## config.mk

```make
export PLATFORM = sky130hd
export DESIGN_NAME = dmem_arbiter_flat
export DESIGN_NICKNAME = d
export VERILOG_FILES = /design/src/rtl/Purple_Jade_pkg.sv /design/src/rtl/dmem_arbiter_if.sv /design/src/rtl/bsg_arb_round_robin.sv /design/src/rtl/dmem_arbiter.sv /design/src/flat_wrapper.sv
export SDC_FILE = /design/constraint.sdc
export NUM_CORES = 1
export LEC_CHECK = 0
export BUFFER_PORTS_ARGS = -buffer_cell sky130_fd_sc_hd__buf_2
export CORE_AREA = 2 2 119 121
export CTS_CLUSTER_SIZE = 28
export DETAILED_ROUTE_END_ITERATION = 8
export DIE_AREA = 0 0 121 123
export SYNTH_ARGS = -nofsm -noshare
export SYNTH_HDL_FRONTEND = slang
export SYNTH_SLANG_ARGS = --single-unit
```

## constraint.sdc

```tcl
create_clock -name clk_i -period 2.02 [get_ports clk_i]
set_input_delay 0 -clock clk_i [delete_from_list [all_inputs] [get_ports clk_i]]
set_output_delay 0 -clock clk_i [all_outputs]
set_load 0.01 [all_outputs]
```

## src/rtl/Purple_Jade_pkg.sv

```systemverilog
// Purple_Jade_pkg: shared constants and types for the data-memory arbiter.
//   WORD_SIZE_P  - data word width (also the default address width)
//   DMEM_NUM_REQ - default number of requesters sharing the data memory
//   dmem_arb_state_e - arbiter FSM states (ARB, LOCKED)
package Purple_Jade_pkg;

   localparam int unsigned WORD_SIZE_P  = 32;
   localparam int unsigned DMEM_NUM_REQ = 2;

   typedef enum logic {
      ARB    = 1'b0,
      LOCKED = 1'b1
   } dmem_arb_state_e;

endpackage

```

## src/rtl/dmem_arbiter_if.sv

```systemverilog
// dmem_arbiter_if: requester handshake bus plus memory command port of the
// data-memory arbiter.
//   req_*_i            per-requester request valid/op/lock/address/data
//   req_ready_o        per-requester grant (one-hot or zero)
//   resp_v_o/resp_data_o  one-hot read response valid and shared read data
//   flush_i            back-end mispredict, squashes requester 0
//   data_mem_*         memory command outputs and registered read data input
// Modports: slave = arbiter side, master = requesters/memory side.
interface dmem_arbiter_if
   import Purple_Jade_pkg::*;
#(
   parameter int unsigned num_req_p    = DMEM_NUM_REQ,
   parameter int unsigned addr_width_p = WORD_SIZE_P
);

   logic [num_req_p-1:0]                    req_v_i;
   logic [num_req_p-1:0]                    req_w_i;
   logic [num_req_p-1:0]                    req_lock_i;
   logic [num_req_p-1:0][addr_width_p-1:0]  req_addr_i;
   logic [num_req_p-1:0][WORD_SIZE_P-1:0]   req_data_i;
   logic [num_req_p-1:0]                    req_ready_o;
   logic [num_req_p-1:0]                    resp_v_o;
   logic [WORD_SIZE_P-1:0]                  resp_data_o;
   logic                                    flush_i;

   logic                                    data_mem_w_v_i;
   logic [addr_width_p-1:0]                 data_mem_w_addr_i;
   logic [WORD_SIZE_P-1:0]                  data_mem_w_data_i;
   logic                                    data_mem_r_v_i;
   logic [addr_width_p-1:0]                 data_mem_r_addr_i;
   logic [WORD_SIZE_P-1:0]                  data_mem_r_data_o;

   modport slave (
      input  req_v_i, req_w_i, req_lock_i, req_addr_i, req_data_i, flush_i,
      input  data_mem_r_data_o,
      output req_ready_o, resp_v_o, resp_data_o,
      output data_mem_w_v_i, data_mem_w_addr_i, data_mem_w_data_i,
      output data_mem_r_v_i, data_mem_r_addr_i
   );

   modport master (
      output req_v_i, req_w_i, req_lock_i, req_addr_i, req_data_i, flush_i,
      output data_mem_r_data_o,
      input  req_ready_o, resp_v_o, resp_data_o,
      input  data_mem_w_v_i, data_mem_w_addr_i, data_mem_w_data_i,
      input  data_mem_r_v_i, data_mem_r_addr_i
   );

endinterface

```

## src/rtl/bsg_arb_round_robin.sv

```systemverilog
// bsg_arb_round_robin: combinational round-robin grant selection.
//   reqs_i   - request vector
//   ptr_i    - highest-priority index; search wraps from here
//   grants_o - one-hot grant (zero when no request)
//   id_o     - index of the granted requester (0 when none)
//   v_o      - a grant was issued
module bsg_arb_round_robin #(
   parameter int unsigned width_p    = 2,
   parameter int unsigned id_width_p = 1
) (
   input  logic [width_p-1:0]    reqs_i,
   input  logic [id_width_p-1:0] ptr_i,
   output logic [width_p-1:0]    grants_o,
   output logic [id_width_p-1:0] id_o,
   output logic                  v_o
);

   int unsigned idx;

   always_comb begin
      grants_o = '0;
      id_o     = '0;
      v_o      = 1'b0;
      idx      = 0;
      for (int unsigned i = 0; i < width_p; i++) begin
         idx = (32'(ptr_i) + i) % width_p;
         if (!v_o && reqs_i[idx[id_width_p-1:0]]) begin
            v_o                          = 1'b1;
            grants_o[idx[id_width_p-1:0]] = 1'b1;
            id_o                         = idx[id_width_p-1:0];
         end
      end
   end

endmodule

```

## src/rtl/dmem_arbiter.sv

```systemverilog
// dmem_arbiter: shares one data-memory port among num_req_p requesters
// (index 0 = back-end LSU) with round-robin grant, optional grant locking,
// a single pending read tag and flush squashing of requester 0.
//   clk_i   - clock, all state on rising edge
//   reset_i - synchronous active-high reset
//   bus     - dmem_arbiter_if.slave (requester handshake + memory port)
module dmem_arbiter
   import Purple_Jade_pkg::*;
#(
   parameter int unsigned num_req_p    = DMEM_NUM_REQ,
   parameter int unsigned addr_width_p = WORD_SIZE_P
) (
   input  logic          clk_i,
   input  logic          reset_i,
   dmem_arbiter_if.slave bus
);

   localparam int unsigned id_w_lp = (num_req_p > 1) ? $clog2(num_req_p) : 1;

   dmem_arb_state_e      state_q, state_d;
   logic [id_w_lp-1:0]   owner_q, owner_d;
   logic [id_w_lp-1:0]   rr_ptr_q, rr_ptr_d;
   logic                 tag_v_q, tag_v_d;
   logic [id_w_lp-1:0]   tag_id_q, tag_id_d;

   logic [num_req_p-1:0] eff_v, owner_mask, arb_reqs, grants;
   logic [id_w_lp-1:0]   grant_id;
   logic                 grant_v;
   logic                 xfer_w, xfer_lock;
   logic [addr_width_p-1:0] xfer_addr;
   logic [num_req_p-1:0] resp_v;

   bsg_arb_round_robin #(
      .width_p    (num_req_p),
      .id_width_p (id_w_lp)
   ) rr_arb (
      .reqs_i   (arb_reqs),
      .ptr_i    (rr_ptr_q),
      .grants_o (grants),
      .id_o     (grant_id),
      .v_o      (grant_v)
   );

   // Request masking: flush hides requester 0, LOCKED restricts to the owner,
   // reset blocks every grant in the reset cycle itself.
   always_comb begin
      eff_v      = bus.req_v_i;
      eff_v[0]   = bus.req_v_i[0] & ~bus.flush_i;
      owner_mask = '0;
      owner_mask[owner_q] = 1'b1;
      arb_reqs   = eff_v;
      if (state_q == LOCKED) arb_reqs = eff_v & owner_mask;
      if (reset_i)           arb_reqs = '0;
   end

   // Memory command muxing; address/data forced to zero when not valid.
   always_comb begin
      xfer_w                = bus.req_w_i[grant_id];
      xfer_lock             = bus.req_lock_i[grant_id];
      xfer_addr             = bus.req_addr_i[grant_id];
      bus.req_ready_o       = grants;
      bus.data_mem_w_v_i    = 1'b0;
      bus.data_mem_w_addr_i = '0;
      bus.data_mem_w_data_i = '0;
      bus.data_mem_r_v_i    = 1'b0;
      bus.data_mem_r_addr_i = '0;
      if (grant_v) begin
         if (xfer_w) begin
            bus.data_mem_w_v_i    = 1'b1;
            bus.data_mem_w_addr_i = xfer_addr;
            bus.data_mem_w_data_i = bus.req_data_i[grant_id];
         end else begin
            bus.data_mem_r_v_i    = 1'b1;
            bus.data_mem_r_addr_i = xfer_addr;
         end
      end
   end

   // Next state: FSM, round-robin pointer, pending read tag.
   always_comb begin
      state_d  = state_q;
      owner_d  = owner_q;
      rr_ptr_d = rr_ptr_q;
      tag_v_d  = grant_v & ~xfer_w;
      tag_id_d = grant_id;
      case (state_q)
         ARB: begin
            if (grant_v) begin
               rr_ptr_d = (grant_id == id_w_lp'(num_req_p - 1)) ? '0 : grant_id + 1'b1;
               if (xfer_lock) begin
                  state_d = LOCKED;
                  owner_d = grant_id;
               end
            end
         end
         LOCKED: begin
            if (bus.flush_i && owner_q == '0) state_d = ARB;
            else if (grant_v && !xfer_lock)   state_d = ARB;
         end
         default: state_d = ARB;
      endcase
   end

   // Response is combinational off the tag so a flush or reset in the
   // response cycle itself still squashes it.
   always_comb begin
      resp_v = '0;
      if (tag_v_q && !reset_i) resp_v[tag_id_q] = 1'b1;
      if (bus.flush_i)         resp_v[0] = 1'b0;
      bus.resp_v_o    = resp_v;
      bus.resp_data_o = (|resp_v) ? bus.data_mem_r_data_o : '0;
   end

   always_ff @(posedge clk_i) begin
      if (reset_i) begin
         state_q  <= ARB;
         owner_q  <= '0;
         rr_ptr_q <= '0;
         tag_v_q  <= 1'b0;
         tag_id_q <= '0;
      end else begin
         state_q  <= state_d;
         owner_q  <= owner_d;
         rr_ptr_q <= rr_ptr_d;
         tag_v_q  <= tag_v_d;
         tag_id_q <= tag_id_d;
      end
   end

endmodule

```

## src/flat_wrapper.sv

```systemverilog
// flat-port wrapper written by rule: the top's interface ports become plain ports
module dmem_arbiter_flat import Purple_Jade_pkg::*;
#(
   parameter int unsigned num_req_p    = DMEM_NUM_REQ,
   parameter int unsigned addr_width_p = WORD_SIZE_P
)
  (clk_i, reset_i, bus_req_v_i, bus_req_w_i, bus_req_lock_i, bus_req_addr_i, bus_req_data_i, bus_flush_i, bus_data_mem_r_data_o, bus_req_ready_o, bus_resp_v_o, bus_resp_data_o, bus_data_mem_w_v_i, bus_data_mem_w_addr_i, bus_data_mem_w_data_i, bus_data_mem_r_v_i, bus_data_mem_r_addr_i);
  dmem_arbiter_if #(.num_req_p(num_req_p), .addr_width_p(addr_width_p)) bus_i ();
  input  logic clk_i;
  input  logic reset_i;
  input wire logic [$bits(bus_i.req_v_i)-1:0] bus_req_v_i;
  input wire logic [$bits(bus_i.req_w_i)-1:0] bus_req_w_i;
  input wire logic [$bits(bus_i.req_lock_i)-1:0] bus_req_lock_i;
  input wire logic [$bits(bus_i.req_addr_i)-1:0] bus_req_addr_i;
  input wire logic [$bits(bus_i.req_data_i)-1:0] bus_req_data_i;
  input wire logic [$bits(bus_i.flush_i)-1:0] bus_flush_i;
  input wire logic [$bits(bus_i.data_mem_r_data_o)-1:0] bus_data_mem_r_data_o;
  output wire logic [$bits(bus_i.req_ready_o)-1:0] bus_req_ready_o;
  output wire logic [$bits(bus_i.resp_v_o)-1:0] bus_resp_v_o;
  output wire logic [$bits(bus_i.resp_data_o)-1:0] bus_resp_data_o;
  output wire logic [$bits(bus_i.data_mem_w_v_i)-1:0] bus_data_mem_w_v_i;
  output wire logic [$bits(bus_i.data_mem_w_addr_i)-1:0] bus_data_mem_w_addr_i;
  output wire logic [$bits(bus_i.data_mem_w_data_i)-1:0] bus_data_mem_w_data_i;
  output wire logic [$bits(bus_i.data_mem_r_v_i)-1:0] bus_data_mem_r_v_i;
  output wire logic [$bits(bus_i.data_mem_r_addr_i)-1:0] bus_data_mem_r_addr_i;
  assign bus_i.req_v_i = bus_req_v_i;
  assign bus_i.req_w_i = bus_req_w_i;
  assign bus_i.req_lock_i = bus_req_lock_i;
  assign bus_i.req_addr_i = bus_req_addr_i;
  assign bus_i.req_data_i = bus_req_data_i;
  assign bus_i.flush_i = bus_flush_i;
  assign bus_i.data_mem_r_data_o = bus_data_mem_r_data_o;
  assign bus_req_ready_o = bus_i.req_ready_o;
  assign bus_resp_v_o = bus_i.resp_v_o;
  assign bus_resp_data_o = bus_i.resp_data_o;
  assign bus_data_mem_w_v_i = bus_i.data_mem_w_v_i;
  assign bus_data_mem_w_addr_i = bus_i.data_mem_w_addr_i;
  assign bus_data_mem_w_data_i = bus_i.data_mem_w_data_i;
  assign bus_data_mem_r_v_i = bus_i.data_mem_r_v_i;
  assign bus_data_mem_r_addr_i = bus_i.data_mem_r_addr_i;
  dmem_arbiter #(.num_req_p(num_req_p), .addr_width_p(addr_width_p)) u_core (.clk_i(clk_i), .reset_i(reset_i), .bus(bus_i));
endmodule
```

==> Word level (Yosys, flattened, before mapping) <==
Index checks and enable logic that the tools add are counted.
{ "totals": {"ff_bits": 5, "latch_bits": 0, "ramBits": 0, "mem_bits_ro": 0, "inputBits": 169, "out_inout_bits": 134, "elab_cells": 85, "memories": 0} }
{ "op_classes": {"add_sub_neg": 2, "n_mul": 0, "n_div": 0, "n_lt_le_gt_ge": 9, "eq_ne": 0, "shift": 0, "muxes": 47, "bitwise": 8, "n_reduce_logical": 14} }
{ "op_table": {"columns": ["operator", "n"], "rows": [
  ["32-bit 2-to-1 mux", 11],
  ["1-bit 2-to-1 mux", 26],
  ["1-bit by 2-bit less-than comparator with 1-bit output (second input constant)", 5],
  ["2-bit 2-to-1 mux", 5],
  ["1-bit logical AND", 8],
  ["1-bit demux with 1-bit select", 4],
  ["1-bit greater-or-equal comparator (second input constant)", 4],
  ["1-bit inverter", 4],
  ["1-bit zero test", 3],
  ["3-bit AND reduction", 1],
  ["1-bit adder (second input constant)", 2],
  ["1-bit AND", 2],
  ["2-bit AND", 1],
  ["2-bit OR", 1],
  ["1-bit one-hot mux with 2 select lines", 1],
  ["2-bit AND reduction", 1],
  ["2-bit OR reduction", 1]
]} }

==> Longest topological paths before layout <==
{ "logic_depth": {"word_depth": 20, "mapped_depth": 7} }

==> Cells and area by module <==
From an unflattened synthesis, not the netlist that was laid out.
{ "hier_totals": {"cells_unflattened": 251, "hier_area_um2": 1624.1} }
{ "by_module_without_submodules": {"columns": ["mod", "n_inst", "cells_each", "area_each_um2", "seq_area_each_um2"], "rows": [
  ["dmem_arbiter", 1, 246, 1591.5, 100.1],
  ["bsg_arb_round_robin", 1, 5, 32.5, 0.0]
]} }

==> Worst setup path before layout <==
OpenSTA, ideal clock, no wires.
{ "synth_path": {"path_kind": "reg-to-output", "from": "register u_core.state_q", "to": "output port bus_data_mem_r_addr_i[10]", "arrival_ns": 1.611, "t_required_ns": 2.020, "slack_ns": 0.409, "stages_incl_launch_ff": 8, "path_buffers": 3, "path_cell_list": "dfxtp_1 > buf_6 > or4b_4 > nand3_2 > inv_2 > buf_6 > buf_6 > a32o_1"} }
{ "synth_between": {"elab_chain_cells": 12, "elab_cells_between_ends": 18} }
{ "synth_lines": {"columns": ["item", "line", "source"], "rows": [
  ["start: declaration", "dmem_arbiter.sv:20", "dmem_arb_state_e state_q, state_d;"],
  ["start signal: assignment", "dmem_arbiter.sv:122", "state_q <= state_d;"],
  ["2-bit 2-to-1 mux (*)", "dmem_arbiter.sv:52", "if (state_q == LOCKED) arb_reqs = eff_v & owner_mask;"],
  ["2-bit 2-to-1 mux (*)", "dmem_arbiter.sv:53", "if (reset_i) arb_reqs = '0;"],
  ["1-bit 2-to-1 mux (implied by the code) (2 in series)", "bsg_arb_round_robin.sv:27", "if (!v_o && reqs_i[idx[id_width_p-1:0]]) begin"],
  ["1-bit 2-to-1 mux", "bsg_arb_round_robin.sv:27", null],
  ["1-bit zero test", "bsg_arb_round_robin.sv:27", null],
  ["1-bit logical AND", "bsg_arb_round_robin.sv:27", null],
  ["1-bit 2-to-1 mux", "bsg_arb_round_robin.sv:27", null],
  ["32-bit 2-to-1 mux (implied by the code) or 1-bit 2-to-1 mux (tied branches) (2 in series)", "dmem_arbiter.sv:60, dmem_arbiter.sv:58", null],
  ["32-bit 2-to-1 mux", "dmem_arbiter.sv:68", "if (xfer_w) begin"],
  ["32-bit 2-to-1 mux (*)", "dmem_arbiter.sv:67", "if (grant_v) begin"],
  ["end: declaration", "flat_wrapper.sv:25", "output wire logic [$bits(bus_i.data_mem_r_addr_i)-1:0] bus_data_mem_r_addr_i;"]
]} }
Every way passes the cells marked *; elsewhere a longest branch is shown, timed or not. The select of a mux whose other input is x is not followed.

==> Worst setup path in the final report <==
{ "layout_path": {"from": "register u_core.state_q", "to": "output port bus_data_mem_w_v_i"} }
{ "layout_between": {"elab_chain_cells": 12, "elab_cells_between_ends": 16} }
{ "layout_lines": {"columns": ["item", "line", "source"], "rows": [
  ["2-bit 2-to-1 mux (*)", "dmem_arbiter.sv:52", null],
  ["2-bit 2-to-1 mux (*)", "dmem_arbiter.sv:53", null],
  ["1-bit 2-to-1 mux (implied by the code) (2 in series)", "bsg_arb_round_robin.sv:27", null],
  ["1-bit 2-to-1 mux", "bsg_arb_round_robin.sv:27", null],
  ["1-bit zero test", "bsg_arb_round_robin.sv:27", null],
  ["1-bit logical AND", "bsg_arb_round_robin.sv:27", null],
  ["1-bit 2-to-1 mux", "bsg_arb_round_robin.sv:27", null],
  ["1-bit 2-to-1 mux (implied by the code) (2 in series)", "dmem_arbiter.sv:58", "xfer_w = bus.req_w_i[grant_id];"],
  ["1-bit 2-to-1 mux", "dmem_arbiter.sv:68", null],
  ["1-bit 2-to-1 mux (*)", "dmem_arbiter.sv:67", null],
  ["end: declaration", "flat_wrapper.sv:21", "output wire logic [$bits(bus_i.data_mem_w_v_i)-1:0] bus_data_mem_w_v_i;"]
]} }
Marks and branches as above.

==> summary.md <==
| Metric | Value |
|---|---|
| #FFs+latches synth | 5 |
| Worst endpoint data arrival time | a little under 2 ns |
| Synth unique cells | 31 |
| Fmax | just over 500 MHz |
| Final Core Density | between 20% and 30% |
| Synth top cells by count | 64 x a32o_1, 32 x a22o_1, 32 x and2_1 |
| CTS Sinks | 5 |
| Count leader, synth | a32o_1 |
| Starting density of the core | ~12% |
| Initial antenna violation count | 0 |
| First-pass GRT wire length | between 10000 and 15000 um |
| Drt drc | 0 |
| Fillers | 1534 |
| Ys async rst share | 0% |
| Largest cells by area after synthesis | a32o_1 38%, a22o_1 17%, and2_1 12% |
| Largest net degree at the start of global routing | 66 |
| CTS max path bufs | 2 |
| Final period util | between 90 and 100% |
| Top Ports | between 300 and 400 |
| TritonCTS Buffers | 3 |
| GRT Total Usage | 11.60% |
| IO Port Bufs | slightly above 300 |
| Fraction of the yosys area taken by sequential cells | 6.002% |
| Post-CTS Setup Bufs | 0 |
| Proportion of layout cells with a drive suffix above 1 | 67.01% |
| Worst path max stage delay | 0.57 ns |
| Crit. End Element | primary output |
| Worst skew pair latency | 0.23 ns |
| Outcome | finished clean |
| Max cap viols | 0 |
| Top-area cell type share of the netlist area | between 30 and 40% |
| Net Sw Frac | 35.29% |
| Final worst slack | between 0.06 and 0.07 ns |
| Sequential share of power | 11.0% |
| Remaining antenna violation count | 0 |
| Pint | around 0.00065 W |
| Setup Crit Path Kind | reg2out |
| Worst path depth | 5 |
| # H-tree levels | 1 |
| Setup TNS | 0 ns |
| Synth Area per Inst | between 8 and 9 um^2 |
| Synth-to-Final Area Change | 107.5% |
| Slew @ Worst Pin | roughly 0.57 ns |
| Post-Route WL | 10230 um |
| Initial DRC Count | between 200 and 300 |
| CTS tree | done |
| Pre-CTS setup slack | 0.2199 ns |
| Root buf cell | clkbuf_16 |
| Pins Over Slew Limit | 0 |
| Die W | between 100 and 150 um |
| Critical Path, Cell by Cell | or4b_4 > and4_1 > buf_12 > or2_2 > buf_2 |
| Slew margin rel. | 62.19% |
| Power per cell area | roughly 290 mW/mm^2 |
| Comb power frac | 56.5% |
| Gate Count Post-Synth | about 200 |
| Sw power | between 0.0003 and 0.0004 W |
| Clock Pin Slew Worst Setup and Hold Paths | 0.03 ns |
| Average wire per standard cell | around 15 um |
| Overall Power | approximately 0.001 W |
| Detailed Place HPWL | about 8000 um |
| Total gr overflow | 0 |
| Worst-path fanout max | 33 |
| Yosys top cell by area | a32o_1 |
| Mapped Area | about 0.0017 mm^2 |
| Std-Cell Rows | 43 |
| CTS Hold Bufs | 0 |
| Vias per inst | 4.453 |
| HP Class | in2reg |
| P_leak | around 2 nW |
| Worst Hold Depth | 2 |
| Clk_skew | 0.003047 ns |
| WHS | between 0.05 and 0.06 ns |
| Final setup fails | 0 |
| RSZ-0062 raised after global routing | no |
| Clock power share | 32.5% |
| WP data required | ~2 ns |
| Crit path max-delay cell type | or4b_4 |
| CP Launch Type | flip-flop |
| Ys Warns | 0 |
| Worst r2r path cells | 4 |
| Number of global-route vias before repair | 2571 |
| Count of final hold-check violations | 0 |
| Worst reg2reg setup slack | about 0.67 ns |
| CP top delay family | simple AND/OR/NAND/NOR gates |
| GPL Wtd Cong | around 0.83 |
| Core Area | approximately 0.014 mm^2 |
| Worst vdd ir | roughly 0.27 mV |
| Syn nets | 370 |
| Die Ht | around 120 um |
| Area of the die | 0.01488 mm^2 |
| Tmin final | ~2 ns |
| TritonRoute pass-1 iters | 4 |
| Final net count | around 660 |
| Post-synth EDFFs | 0 |
| CP Buf/Inv Count | 2 |
| Via Count | approximately 3000 |
| Most common flop cell mapped by yosys | dfxtp_1 |
logic make-up after synthesis:
group | share of synthesized area, %
AO/OA/AOI/OAI | 61.89
AND/OR/NAND/NOR | 18.00
buffers and inverters | 13.50
flip-flops | 6.002
multiplexers | 0.6002
flip-flops by register name, summed over array words and instances, names as in the netlist:
signal           count
u_core.tag_v_q       1
u_core.rr_ptr_q      1
u_core.owner_q       1
u_core.state_q       1
u_core.tag_id_q      1
power groups by stage:
| stage | combinational (W) | clock (W) | sequential (W) |
|---|---|---|---|
| floorplan | 0.000256 | 0 | 0.000111 |
| global placement | 0.000558 | 0 | 0.000112 |
| detailed placement | 0.000556 | 0 | 0.000112 |
| CTS | 0.000562 | 0.000333 | 0.000110 |
| global route | 0.000620 | 0.000340 | 0.000112 |
| finish | 0.000571 | 0.000328 | 0.000111 |
through the flow:
step	std cells	area (um^2)
2_1_floorplan	201	1668
3_3_place_gp	660	3332
3_5_place_dp	660	3332
4_1_cts	664	3422
5_1_grt	665	3458
6_report	666	3461
routing by layer:
| metal | GRT usage (%) | share of wire, % |
|---|---|---|
| met3 | 2.076 | 6.7 |
| met2 | 20.79 | 50 |
| met4 | 2.253 | 1.1 |
| met5 | 0 | 0 |
| met1 | 14.58 | 43 |
repair_timing:
action / in CTS / in global routing
pin swaps: 0 / 1
endpoints found under the setup margin: 2 / 65
gates cloned: 0 / 1
hold endpoints to repair: 0 / 0
resized for setup: 2 / 4
worst reg2reg max path, stage by stage (launching register included):
cell     delay (ns)
dfxtp_1        0.30
buf_4          0.16
nor2b_1        0.14
o21ai_0        0.44
o221a_2        0.27
worst paths after layout:
path / start / to
worst max-delay path: u_core.state_q$_SDFF_PP0_ / bus_data_mem_w_v_i
worst min-delay path: reset_i / u_core.rr_ptr_q$_SDFFE_PP0P_
worst min register to register: u_core.owner_q$_SDFFE_PP0P_ / u_core.owner_q$_SDFFE_PP0P_
worst max register to register: u_core.state_q$_SDFF_PP0_ / u_core.state_q$_SDFF_PP0_
cell type report:
type                    count  area (um^2)  share of cell area (%)
flip-flops and latches      5        101.3                   2.928
inverters                   6        22.52                  0.6508
diodes                      1        2.502                 0.07231
well taps                 180        225.2                   6.508
repair buffers            312         1667                   48.16
multi-input cells         158         1364                   39.41
clock buffers               4        78.83                   2.278
placed cells by master (no fill, tap or decap):
cell	n
a2111oi_4	1
a211oi_1	1
a21bo_2	1
a21o_1	1
a21oi_1	4
a22o_1	32
a32o_1	63
a32o_2	1
and2_1	32
and4_1	1
buf_12	5
buf_2	302
buf_4	4
clkbuf_1	1
clkbuf_16	4
dfxtp_1	4
dfxtp_2	1
diode_2	1
inv_1	5
inv_2	1
mux2i_1	1
nand2b_1	3
nand3_4	1
nand4b_1	1
nor2_1	1
nor2b_1	2
nor3_1	2
nor3b_1	1
o211a_2	1
o21ai_0	2
o221a_2	1
o22ai_1	2
o31ai_1	1
or2_2	1
or4b_4	1
(Power assumes the default switching activity.)
